--- config.mk ---
export PLATFORM = sky130hd
export DESIGN_NAME = ov7670_capture_flat
export DESIGN_NICKNAME = d
export VERILOG_FILES = /design/src/rtl/ov7670_capture_if.sv /design/src/rtl/ov7670_capture.sv /design/src/flat_wrapper.sv
export SDC_FILE = /design/constraint.sdc
export NUM_CORES = 1
export LEC_CHECK = 0
export ABC_CLOCK_PERIOD_IN_PS = 7050
export BUFFER_PORTS_ARGS = -buffer_cell sky130_fd_sc_hd__buf_2
export CORE_UTILIZATION = 61
export DETAILED_ROUTE_END_ITERATION = 7
export PLACE_DENSITY = 0.86
export SKIP_LAST_GASP = 1
export SYNTH_ARGS = -nofsm -noshare
export SYNTH_HDL_FRONTEND = slang
export SYNTH_SLANG_ARGS = --single-unit
--- constraint.sdc ---
create_clock -name pixel_clk -period 7.05 [get_ports pixel_clk]
set_input_delay 0.705 -clock pixel_clk [delete_from_list [all_inputs] [get_ports pixel_clk]]
set_output_delay 0.705 -clock pixel_clk [all_outputs]
set_load 0.05 [all_outputs]
--- src/rtl/ov7670_capture_if.sv ---
`default_nettype none
// ============================================================================
// Module   : ov7670_capture_if
// Purpose  : Frame-buffer write port (strobe, linear address, RGB444 data).
// Revision : 1.0 - initial release
// ============================================================================
interface ov7670_capture_if;
    logic        wr_en;
    logic [18:0] wr_addr;
    logic [11:0] wr_data;

    modport master (output wr_en, output wr_addr, output wr_data);
    modport slave  (input  wr_en, input  wr_addr, input  wr_data);
endinterface
`default_nettype wire

--- src/rtl/ov7670_capture.sv ---
`default_nettype none
// ============================================================================
// Module   : ov7670_capture
// Purpose  : OV7670 RGB444 byte-stream capture into a linear 640-wide frame
//            buffer. Define OV7670_TESTPAT_EN to replace pixel data with an
//            x/y test pattern while keeping camera framing.
// Revision : 1.0 - initial release
// ============================================================================
module ov7670_capture #(
    parameter int H_ACTIVE = 640,
    parameter int V_ACTIVE = 480
) (
    input  wire logic        pixel_clk,
    input  wire logic        rst_n,
    input  wire logic        capture_en,
    input  wire logic        cam_vsync,
    input  wire logic        cam_href,
    input  wire logic [7:0]  cam_data,
    ov7670_capture_if.master wr,
    output logic             frame_done,
    output logic             busy,
    output logic [7:0]       frame_count,
    output logic             line_err
);

    typedef enum logic [1:0] {
        ST_IDLE     = 2'd0,
        ST_WAIT_SOF = 2'd1,
        ST_ACTIVE   = 2'd2
    } state_t;

    localparam logic [9:0] c_cnt_max  = 10'd1023;
    localparam logic [9:0] c_h_active = 10'(H_ACTIVE);
    localparam logic [9:0] c_v_active = 10'(V_ACTIVE);

    state_t      r_state;
    logic        r_vs_d;
    logic        r_href_d;
    logic        r_phase;
    logic [9:0]  r_x;
    logic [9:0]  r_y;
    logic        r_wr_en;
    logic [18:0] r_wr_addr;
    logic [11:0] r_wr_data;
    logic        r_frame_done;
    logic        r_busy;
    logic [7:0]  r_frame_count;
    logic        r_line_err;

    logic        w_sof;
    logic        w_eof;
    logic        w_in_range;
    logic [9:0]  w_x_next;
    logic [9:0]  w_y_next;
    logic [18:0] w_addr;
    logic [11:0] w_pix;

    assign w_sof      = r_vs_d & ~cam_vsync;
    assign w_eof      = ~r_vs_d & cam_vsync;
    assign w_in_range = (r_x < c_h_active) && (r_y < c_v_active);
    assign w_x_next   = (r_x == c_cnt_max) ? r_x : r_x + 10'd1;
    assign w_y_next   = (r_y == c_cnt_max) ? r_y : r_y + 10'd1;
    // y*640 + x as y*512 + y*128 + x
    assign w_addr     = {r_y, 9'd0} + {2'd0, r_y, 7'd0} + {9'd0, r_x};

`ifdef OV7670_TESTPAT_EN
    logic w_unused_data;
    assign w_unused_data = &{1'b0, cam_data};
    assign w_pix = {r_x[7:4], r_y[7:4], r_x[3:0] ^ r_y[3:0]};
`else
    logic [3:0] r_red;
    assign w_pix = {r_red, cam_data};
`endif

    always_ff @(posedge pixel_clk or negedge rst_n) begin
        if (!rst_n) begin
            r_state       <= ST_IDLE;
            r_vs_d        <= 1'b0;
            r_href_d      <= 1'b0;
            r_phase       <= 1'b0;
            r_x           <= '0;
            r_y           <= '0;
            r_wr_en       <= 1'b0;
            r_wr_addr     <= '0;
            r_wr_data     <= '0;
            r_frame_done  <= 1'b0;
            r_busy        <= 1'b0;
            r_frame_count <= '0;
            r_line_err    <= 1'b0;
`ifndef OV7670_TESTPAT_EN
            r_red         <= '0;
`endif
        end else begin
            r_vs_d       <= cam_vsync;
            r_href_d     <= cam_href;
            r_wr_en      <= 1'b0;
            r_frame_done <= 1'b0;
            case (r_state)
                ST_IDLE: begin
                    if (capture_en) begin
                        r_state <= ST_WAIT_SOF;
                        r_busy  <= 1'b1;
                    end
                end
                ST_WAIT_SOF: begin
                    if (w_sof) begin
                        r_state    <= ST_ACTIVE;
                        r_x        <= '0;
                        r_y        <= '0;
                        r_phase    <= 1'b0;
                        r_line_err <= 1'b0;
                    end
                end
                ST_ACTIVE: begin
                    // capture_en is only consulted here, so a running frame always completes
                    if (w_eof) begin
                        r_frame_done  <= 1'b1;
                        r_frame_count <= r_frame_count + 8'd1;
                        if (capture_en) begin
                            r_state <= ST_WAIT_SOF;
                        end else begin
                            r_state <= ST_IDLE;
                            r_busy  <= 1'b0;
                        end
                    end
                    if (cam_href) begin
                        r_phase <= ~r_phase;
                        if (!r_phase) begin
`ifndef OV7670_TESTPAT_EN
                            r_red <= cam_data[3:0];
`endif
                        end else begin
                            if (w_in_range) begin
                                r_wr_en   <= 1'b1;
                                r_wr_addr <= w_addr;
                                r_wr_data <= w_pix;
                            end
                            r_x <= w_x_next;
                        end
                    end else if (r_href_d) begin
                        r_y     <= w_y_next;
                        r_x     <= '0;
                        r_phase <= 1'b0;
                        if (r_phase) begin
                            r_line_err <= 1'b1;
                        end
                    end
                end
                default: begin
                    r_state <= ST_IDLE;
                    r_busy  <= 1'b0;
                end
            endcase
        end
    end

    assign wr.wr_en    = r_wr_en;
    assign wr.wr_addr  = r_wr_addr;
    assign wr.wr_data  = r_wr_data;
    assign frame_done  = r_frame_done;
    assign busy        = r_busy;
    assign frame_count = r_frame_count;
    assign line_err    = r_line_err;

endmodule
`default_nettype wire

--- src/flat_wrapper.sv ---
// flat-port wrapper written by rule: the top's interface ports become plain ports
module ov7670_capture_flat 
#(
    parameter int H_ACTIVE = 640,
    parameter int V_ACTIVE = 480
)
  (pixel_clk, rst_n, capture_en, cam_vsync, cam_href, cam_data, frame_done, busy, frame_count, line_err, wr_wr_en, wr_wr_addr, wr_wr_data);
  ov7670_capture_if wr_i ();
  input  wire logic pixel_clk;
  input  wire logic rst_n;
  input  wire logic capture_en;
  input  wire logic cam_vsync;
  input  wire logic cam_href;
  input  wire logic [7:0] cam_data;
  output logic frame_done;
  output logic busy;
  output logic [7:0] frame_count;
  output logic line_err;
  output wire logic [$bits(wr_i.wr_en)-1:0] wr_wr_en;
  output wire logic [$bits(wr_i.wr_addr)-1:0] wr_wr_addr;
  output wire logic [$bits(wr_i.wr_data)-1:0] wr_wr_data;
  assign wr_wr_en = wr_i.wr_en;
  assign wr_wr_addr = wr_i.wr_addr;
  assign wr_wr_data = wr_i.wr_data;
  ov7670_capture #(.H_ACTIVE(H_ACTIVE), .V_ACTIVE(V_ACTIVE)) u_core (.pixel_clk(pixel_clk), .rst_n(rst_n), .capture_en(capture_en), .cam_vsync(cam_vsync), .cam_href(cam_href), .cam_data(cam_data), .wr(wr_i), .frame_done(frame_done), .busy(busy), .frame_count(frame_count), .line_err(line_err));
endmodule
==> impl_results.md, run 1 <==
* Slew Limit Headroom at 0.413
* Post-CTS setup buffer count at 0
* Total Die Area at 0.00656 sq mm
* Clock-pin slew on the worst setup and hold paths at 0.08 ns
* Post-synthesis sequential area ratio at 0.473
* Placed cell areas at 0.00413 sq mm
* Period utilization at 0.464
* Clk_skew at 0.0128 ns
* R2R Setup Slk at 3.78 ns
* Tot GR Track Use at 0.247
* Remaining DRCs at 0
* Die width at 81.0 um
* WS Path Type: reg -> reg
* DR WL/cell at 15.1 um
* CTS tree: built
* Multi-input gate area at 0.00189 sq mm
* Worst r2r src: u_core.r_state[0]
* Starting DRT DRC Count at 166
* Router iterations before antenna repair at 4
* Yosys reg bits at 72
* Initial antenna violation count at 0
* Post_cts resized at 0
* Starting Density at 0.639
* Mapped Cells at 346
* Vias per cell at 5.64
* Post-route setup TNS at 0 ns
* Skew-Pair Late Insertion Delay at 0.36 ns
* Core area at 0.00596 sq mm
* Die Y at 81.0 um
* Fraction of layout cells with a size suffix above 1 at 0.257
* Max-cap violation count at 0
* Distinct cell type count after synthesis at 47
* PortBufs at 55
* Std-Cell Rows at 28
* Asr flop ratio synth at 1.00
* Grt ovf at 0
* Finish-stage setup viols at 0
* Max Slew Vio Count at 0
* Worst EP required at 7.27 ns
* IO Pins at 56
* FF/Latch Area at 0.00180 sq mm
* Status: finished, final reports clean
* Fin crit period at 3.27 ns
* Nets at 446
* Synthesis-to-layout area growth at 13.4%
* Filler cells at 410
* Ant diodes at 0
* Critical Path Source Type: flip-flop
* Peak Freq at 306 MHz
* Leakage power of the design at 2.29 nW
* Final wirelength at 7310 um
* Hold WC Path Type: reg -> reg
* Hold path startpoint: u_core.frame_count[7]
* Reg2Reg Depth at 8
* Number of global-route vias before repair at 2635
* WHS Endpoint: u_core.frame_count[7]
* GPL Wtd Cong at 0.866
* Remaining antenna violation count after routing at 0
* Pin count of the biggest net entering global routing at 73
* Mean post-synth cell area at 11.0 sq um
* Hold path depth at 1
* Fin. Hold Viols at 0
* WP data arrival at 3.49 ns
* Pwr Density at 364 mW/mm^2
* First-pass GRT wire length at 12200 um
* Hold-fix buffers, CTS at 0
* Synth Cell Area at 0.00381 sq mm
* EDFF count, synth at 0
* DR vias at 2732
* Top_reg_cell synth: dfrtp_1
* CP Max Fanout at 44
* Least-Margin Pin Slew at 0.881 ns
* Worst ir drop on vdd at 0.000290 V
* CTS Root Buffer Type: clkbuf_8
* Max clock buf depth at 2
* Hpwl dp at 5140 um
* Worst setup EP type: flip-flop
* H-tree levels at 3
* Critical R2R Capture: u_core.wr.wr_addr[18]
* Nets in the synthesized netlist at 388
* Clk sink count at 72
* RSZ-0062 raised after global routing: no
* Design Area, Final at 0.00432 sq mm
* YS warnings at 0
* TritonCTS Buffers at 9
worst max-delay path, stage by stage (launching register included):
cell       delay, ns
dfrtp_1         0.42
inv_1           0.11
ha_1            0.58
and2_1          0.46
nand2_2         0.11
or4b_2          0.62
buf_4           0.32
a2111oi_0       0.41
nor3_1          0.10
synthesized netlist by cell type, types with 2 or more instances:
cell | number | area [sq um]
dfrtp_1 | 72 | 1800
nand2_1 | 40 | 150
ha_1 | 27 | 338
nor2_1 | 23 | 86.3
o21ai_0 | 23 | 115
mux2_4 | 18 | 270
inv_1 | 14 | 52.6
nand3_1 | 14 | 70.1
xnor2_1 | 12 | 105
xor2_1 | 12 | 105
a21oi_1 | 9 | 45.0
mux2_2 | 7 | 78.8
a211oi_1 | 6 | 45.0
a21o_1 | 5 | 37.5
and2_1 | 4 | 25.0
and3_1 | 4 | 25.0
clkbuf_1 | 4 | 15.0
nand2b_1 | 4 | 25.0
nand3b_1 | 4 | 30.0
nand4_1 | 4 | 25.0
and4_1 | 3 | 26.3
buf_6 | 3 | 33.8
nor3_1 | 3 | 15.0
or4b_1 | 3 | 30.0
buf_2 | 2 | 10.0
fa_1 | 2 | 40.0
nor2b_1 | 2 | 12.5
o221ai_1 | 2 | 17.5
or3_1 | 2 | 12.5
power breakdown:
| part | switching (mW) | internal [mW] |
|---|---|---|
| logic | 0.456 | 0.214 |
| registers | 0.0830 | 0.508 |
| clock network | 0.163 | 0.149 |
cells in the final DEF (no fill, tap or decap), types with 2 or more instances in the layout:
master      count
a211oi_1        6
a21o_1          5
a21oi_1         9
and2_1          4
and3_1          4
and4_1          3
buf_2          55
buf_4           2
clkbuf_8       11
clkinvlp_4      2
dfrtp_1        72
fa_1            2
ha_1           27
inv_1          14
inv_6           2
mux2_2          7
mux2_4         18
nand2_1        40
nand2b_1        4
nand3_1        14
nand3b_1        4
nand4_1         4
nor2_1         23
nor2b_1         2
nor3_1          3
o21ai_0        23
o221ai_1        2
or3_1           2
or4b_1          2
xnor2_1        12
xor2_1         12
layer usage:
layer / global-route usage / vias to the layer above / wire length (um)
li1: - / 1334 / -
met1: 0.336 / 1311 / 3320
met2: 0.388 / 79 / 3570
met3: 0.0517 / 8 / 340
met4: 0.0929 / 0 / 76
met5: 0 / - / 0
worst max path at each step:
stage | from | to | slack [ns] | cells past startpoint
global route | u_core.r_state[0] | u_core.wr.wr_addr[18] | 3.64 | 8
finish | u_core.r_state[0] | u_core.wr.wr_addr[18] | 3.78 | 8
CTS | u_core.r_state[0] | u_core.wr.wr_addr[18] | 3.80 | 8
detailed placement | u_core.r_state[0] | u_core.wr.wr_addr[18] | 3.84 | 8
global placement | u_core.r_state[0] | u_core.wr.wr_addr[18] | 4.01 | 8
floorplan | u_core.r_y[0] | u_core.wr.wr_addr[17] | 4.64 | 9
cell type report:
type | count | area share
Clock buffer | 11 | 0.0351
Multi-Input combinational cell | 250 | 0.438
Tap cell | 75 | 0.0217
Sequential cell | 72 | 0.417
Timing Repair Buffer | 57 | 0.0672
Clock inverter | 5 | 0.00869
Inverter | 14 | 0.0122
state kept, by name, summed over array words and instances, names as in the netlist:
register	cells
u_core.r_phase	1
u_core.r_state	2
u_core.r_href_d	1
u_core.frame_done	1
u_core.line_err	1
u_core.busy	1
u_core.r_vs_d	1
u_core.frame_count	8
u_core.r_y	10
u_core.wr.wr_data	12
u_core.r_x	10
u_core.r_red	4
u_core.wr.wr_en	1
u_core.wr.wr_addr	19
cell families after synthesis:
family / synth area share
AOI/OAI and AO/OA: 0.0989
xor gates and xnor gates: 0.0552
adders and majority gates: 0.0992
buffers and inverters: 0.0302
DFF: 0.473
muxes: 0.0943
and+or+nand+nor: 0.149
metrics by stage:
step	std cells	setup slack, ns	power, mW	hold slack (ns)	utilization
finish	484	3.78	1.57	0.472	0.725
global route	484	3.64	1.66	0.502	0.725
CTS	484	3.80	1.58	0.476	0.725
detailed placement	468	3.84	1.26	0.461	0.693
global placement	468	4.01	1.23	0.456	0.693
floorplan	346	4.64	1.11	0.409	-
No activity file was read; power rests on OpenSTA's default activity.
==> run 2: changes to the inputs <==
--- a/config.mk
+++ b/config.mk
@@ -5,11 +5,12 @@
 export SDC_FILE = /design/constraint.sdc
 export NUM_CORES = 1
 export LEC_CHECK = 0
-export ABC_CLOCK_PERIOD_IN_PS = 7050
+export ABC_AREA = 1
+export ABC_CLOCK_PERIOD_IN_PS = 3400
 export BUFFER_PORTS_ARGS = -buffer_cell sky130_fd_sc_hd__buf_2
-export CORE_UTILIZATION = 61
+export CORE_UTILIZATION = 58
 export DETAILED_ROUTE_END_ITERATION = 7
-export PLACE_DENSITY = 0.86
+export PLACE_DENSITY = 0.82
 export SKIP_LAST_GASP = 1
 export SYNTH_ARGS = -nofsm -noshare
 export SYNTH_HDL_FRONTEND = slang
==> constraint.sdc (replaced) <==
create_clock -name pixel_clk -period 3.4 [get_ports pixel_clk]
set_input_delay 0.34 -clock pixel_clk [delete_from_list [all_inputs] [get_ports pixel_clk]]
set_output_delay 0.34 -clock pixel_clk [all_outputs]
set_load 0.05 [all_outputs]
==> run 2 against run 1 <==
Net effect:
- sequential cell count stayed put
- area after synthesis rose by 7.5%
- synthesized cell count up 46%
- count of clock-buffer cells in the layout down 1
- wire length grew 20%
- hold slack worse by 0.31 ns
- worst setup slack worse by 2.9 ns
- utilization down 4.4 points
- sequential power rose by 100%
- sequential share of layout area is 2.8 points lower
- clock power increased by 150%
- design area up 7.2%
==> impl_results.md, run 2 <==
* Vias per cell at 5.29 (was 5.64)
* Max FFs per register at 19 (unchanged)
* Critical R2R Capture: u_core.wr.wr_addr[14] (was u_core.wr.wr_addr[18])
* Peak Freq at 390 MHz (was 306 MHz)
* Synthesis-to-layout area growth at 13.1% (was 13.4%)
* Final core occ at 0.682 (was 0.725)
* Power consumption at 3.38 mW (was 1.57 mW)
* Skew-Pair Late Insertion Delay at 0.35 ns (was 0.36 ns)
* Nets at 604 (was 446)
* Max Slew Vio Count at 0 (unchanged)
* Period utilization at 0.755 (was 0.464)
* Worst r2r src: u_core.r_state[0] (unchanged)
* Leakage power of the design at 2.56 nW (was 2.29 nW)
* Hold-fix buffers, CTS at 0 (unchanged)
* Final std cells w/o fill at 663 (was 484)
* Least-Margin Pin Slew at 0.883 ns (was 0.881 ns)
* Worst setup EP type: flip-flop (unchanged)
* Filler cells at 536 (was 410)
* Pin count of the biggest net entering global routing at 73 (unchanged)
* WHS Endpoint: u_core.r_vs_d (was u_core.frame_count[7])
* WS Path Type: reg -> reg (unchanged)
* Initial antenna violation count at 0 (unchanged)
* Final worst slack at 0.834 ns (was 3.78 ns)
* Clk_skew at 0.0135 ns (was 0.0128 ns)
* Placement Setup Slack at 0.890 ns (was 3.84 ns)
* Router iterations before antenna repair at 5 (was 4)
* Worst setup path startpoint: u_core.r_state[0] (unchanged)
* WHS at 0.164 ns (was 0.472 ns)
* Core area at 0.00679 sq mm (was 0.00596 sq mm)
* Finish-stage setup viols at 0 (unchanged)
* Total Die Area at 0.00740 sq mm (was 0.00656 sq mm)
* Ant diodes at 0 (unchanged)
* Post-Place Cells at 647 (was 468)
* Fin crit period at 2.57 ns (was 3.27 ns)
* IO Pins at 56 (unchanged)
* Grt ovf at 0 (unchanged)
* Post_cts resized at 0 (unchanged)
* FF/Latch Area at 0.00180 sq mm (unchanged)
* Nets in the synthesized netlist at 546 (was 388)
* Top_reg_cell synth: dfrtp_1 (unchanged)
* Hold path startpoint: cam_vsync (was u_core.frame_count[7])
* Most common cell in the netlist: nand2_1 (was dfrtp_1)
* First-pass GRT wire length at 14600 um (was 12200 um)
* Commonest non-fill, non-tap cell in the layout: nand2_1 (was dfrtp_1)
* Synth Cell Area at 0.00409 sq mm (was 0.00381 sq mm)
* Yosys reg bits at 72 (unchanged)
* Hold WC Path Type: in -> reg (was reg -> reg)
* Reg2Reg Depth at 9 (was 8)
* Worst EP required at 3.68 ns (was 7.27 ns)
* Distinct cell type count after synthesis at 34 (was 47)
* Multi-input gate area at 0.00196 sq mm (was 0.00189 sq mm)
* Most frequent cells in the layout: nand2_1, dfrtp_1, inv_1, buf_2, nor2_1 (was dfrtp_1, buf_2, nand2_1)
* Area leader, netlist: dfrtp_1 (unchanged)
* Hpwl dp at 6210 um (was 5140 um)
* Area contributors post-synth: dfrtp_1, nand2_1, ha_1 (was dfrtp_1, ha_1, mux2_4)
* Worst ir drop on vdd at 0.000338 V (was 0.000290 V)
* Die Y at 86 um (was 81.0 um)
* Fin. Hold Viols at 0 (unchanged)
* Clock-pin slew on the worst setup and hold paths at 0.09 ns (was 0.08 ns)
* Number of global-route vias before repair at 3288 (was 2635)
* Synth top area share at 0.440 (was 0.473)
* Tot GR Track Use at 0.251 (was 0.247)
* Fraction of layout cells with a size suffix above 1 at 0.171 (was 0.257)
* R2R Setup Slk at 0.83 ns (was 3.78 ns)
* Starting DRT DRC Count at 173 (was 166)
* Max clock buf depth at 2 (unchanged)
* Hold path depth at 1 (unchanged)
* Clk sink count at 72 (unchanged)
* Placed cell areas at 0.00440 sq mm (was 0.00413 sq mm)
* Remaining antenna violation count after routing at 0 (unchanged)
* Std-Cell Rows at 30 (was 28)
* Post-CTS setup buffer count at 0 (unchanged)
* GPL Wtd Cong at 0.868 (was 0.866)
* Design Area, Final at 0.00463 sq mm (was 0.00432 sq mm)
* CP Max Fanout at 33 (was 44)
* TritonCTS Buffers at 9 (unchanged)
* DR vias at 3505 (was 2732)
* Post-synthesis sequential area ratio at 0.440 (was 0.473)
* RSZ-0062 raised after global routing: no (unchanged)
* Pwr Density at 729 mW/mm^2 (was 364 mW/mm^2)
* CTS tree: built (unchanged)
* Starting Density at 0.602 (was 0.639)
* Final wirelength at 8800 um (was 7310 um)
* EDFF count, synth at 0 (unchanged)
* Post-route setup TNS at 0 ns (unchanged)
* Post-synth top cells: nand2_1, dfrtp_1, inv_1, nor2_1, nand3_1 (was dfrtp_1, nand2_1, ha_1, nor2_1, o21ai_0)
* Slew Limit Headroom at 0.411 (was 0.413)
* PortBufs at 55 (unchanged)
* H-tree levels at 3 (unchanged)
* Asr flop ratio synth at 1.00 (unchanged)
* Remaining DRCs at 0 (unchanged)
* WP data arrival at 2.85 ns (was 3.49 ns)
* Die width at 86 um (was 81.0 um)
* Status: finished, final reports clean (unchanged)
* Max-cap violation count at 0 (unchanged)
* Critical Path Source Type: flip-flop (unchanged)
* CTS Root Buffer Type: clkbuf_8 (unchanged)
* Mapped Cells at 504 (was 346)
* DR WL/cell at 13.3 um (was 15.1 um)
* Mean post-synth cell area at 8.12 sq um (was 11.0 sq um)
* YS warnings at 0 (unchanged)
==> run 2: cell families (layout without fill, tap and decap cells) <==
group | count (synthesis) | count (layout) | share of synthesized area
simple gates | 269 | 269 | 0.284
buf+inv | 70 | 133 | 0.0810
xor+xnor | 16 | 16 | 0.0342
mux | 1 | 1 | 0.00275
flops | 72 | 72 | 0.440
fa+ha+maj | 29 | 29 | 0.0923
compound gates | 47 | 47 | 0.0657
==> run 2: how the worst max path moves through the flow <==
stage                       endpoint  depth (start not counted)  slack, ns
6_report       u_core.wr.wr_addr[14]                          9       0.83
5_1_grt        u_core.wr.wr_addr[14]                          9       0.56
4_1_cts        u_core.wr.wr_addr[14]                          9       0.82
3_5_place_dp   u_core.wr.wr_addr[18]                          9       0.89
3_3_place_gp   u_core.wr.wr_addr[16]                          9       1.06
2_1_floorplan  u_core.wr.wr_addr[16]                         11       1.34
==> run 2: report_power, final <==
part | switching (mW) | total [mW] | internal [mW]
logic | 1.08 | 1.41 | 0.331
registers | 0.144 | 1.20 | 1.05
clock network | 0.333 | 0.769 | 0.436
total | 1.56 | 3.38 | 1.82
==> run 2: layout make-up <==
class,count,area share
clock buffer,10,0.0297
clock inverter,6,0.0195
inverter,60,0.0500
multi-input combinational,362,0.423
sequential,72,0.389
tap,96,0.0259
timing repair buffer,57,0.0627
==> run 2: metal layers <==
metal / share of wire / global-route usage
met2: 0.48 / 0.413
met5: 0 / 0
met1: 0.45 / 0.331
met3: 0.051 / 0.0346
met4: 0.021 / 0.112
==> run 2: critical path: stages, from the launching register on <==
cell and delay, ns:
dfrtp_1 0.43, inv_1 0.10, ha_1 0.64, nand2_2 0.20, nor3_2 0.19, nand3_2 0.26, buf_4 0.34, clkinv_4 0.16
nand3_1 0.11, nand2_1 0.07
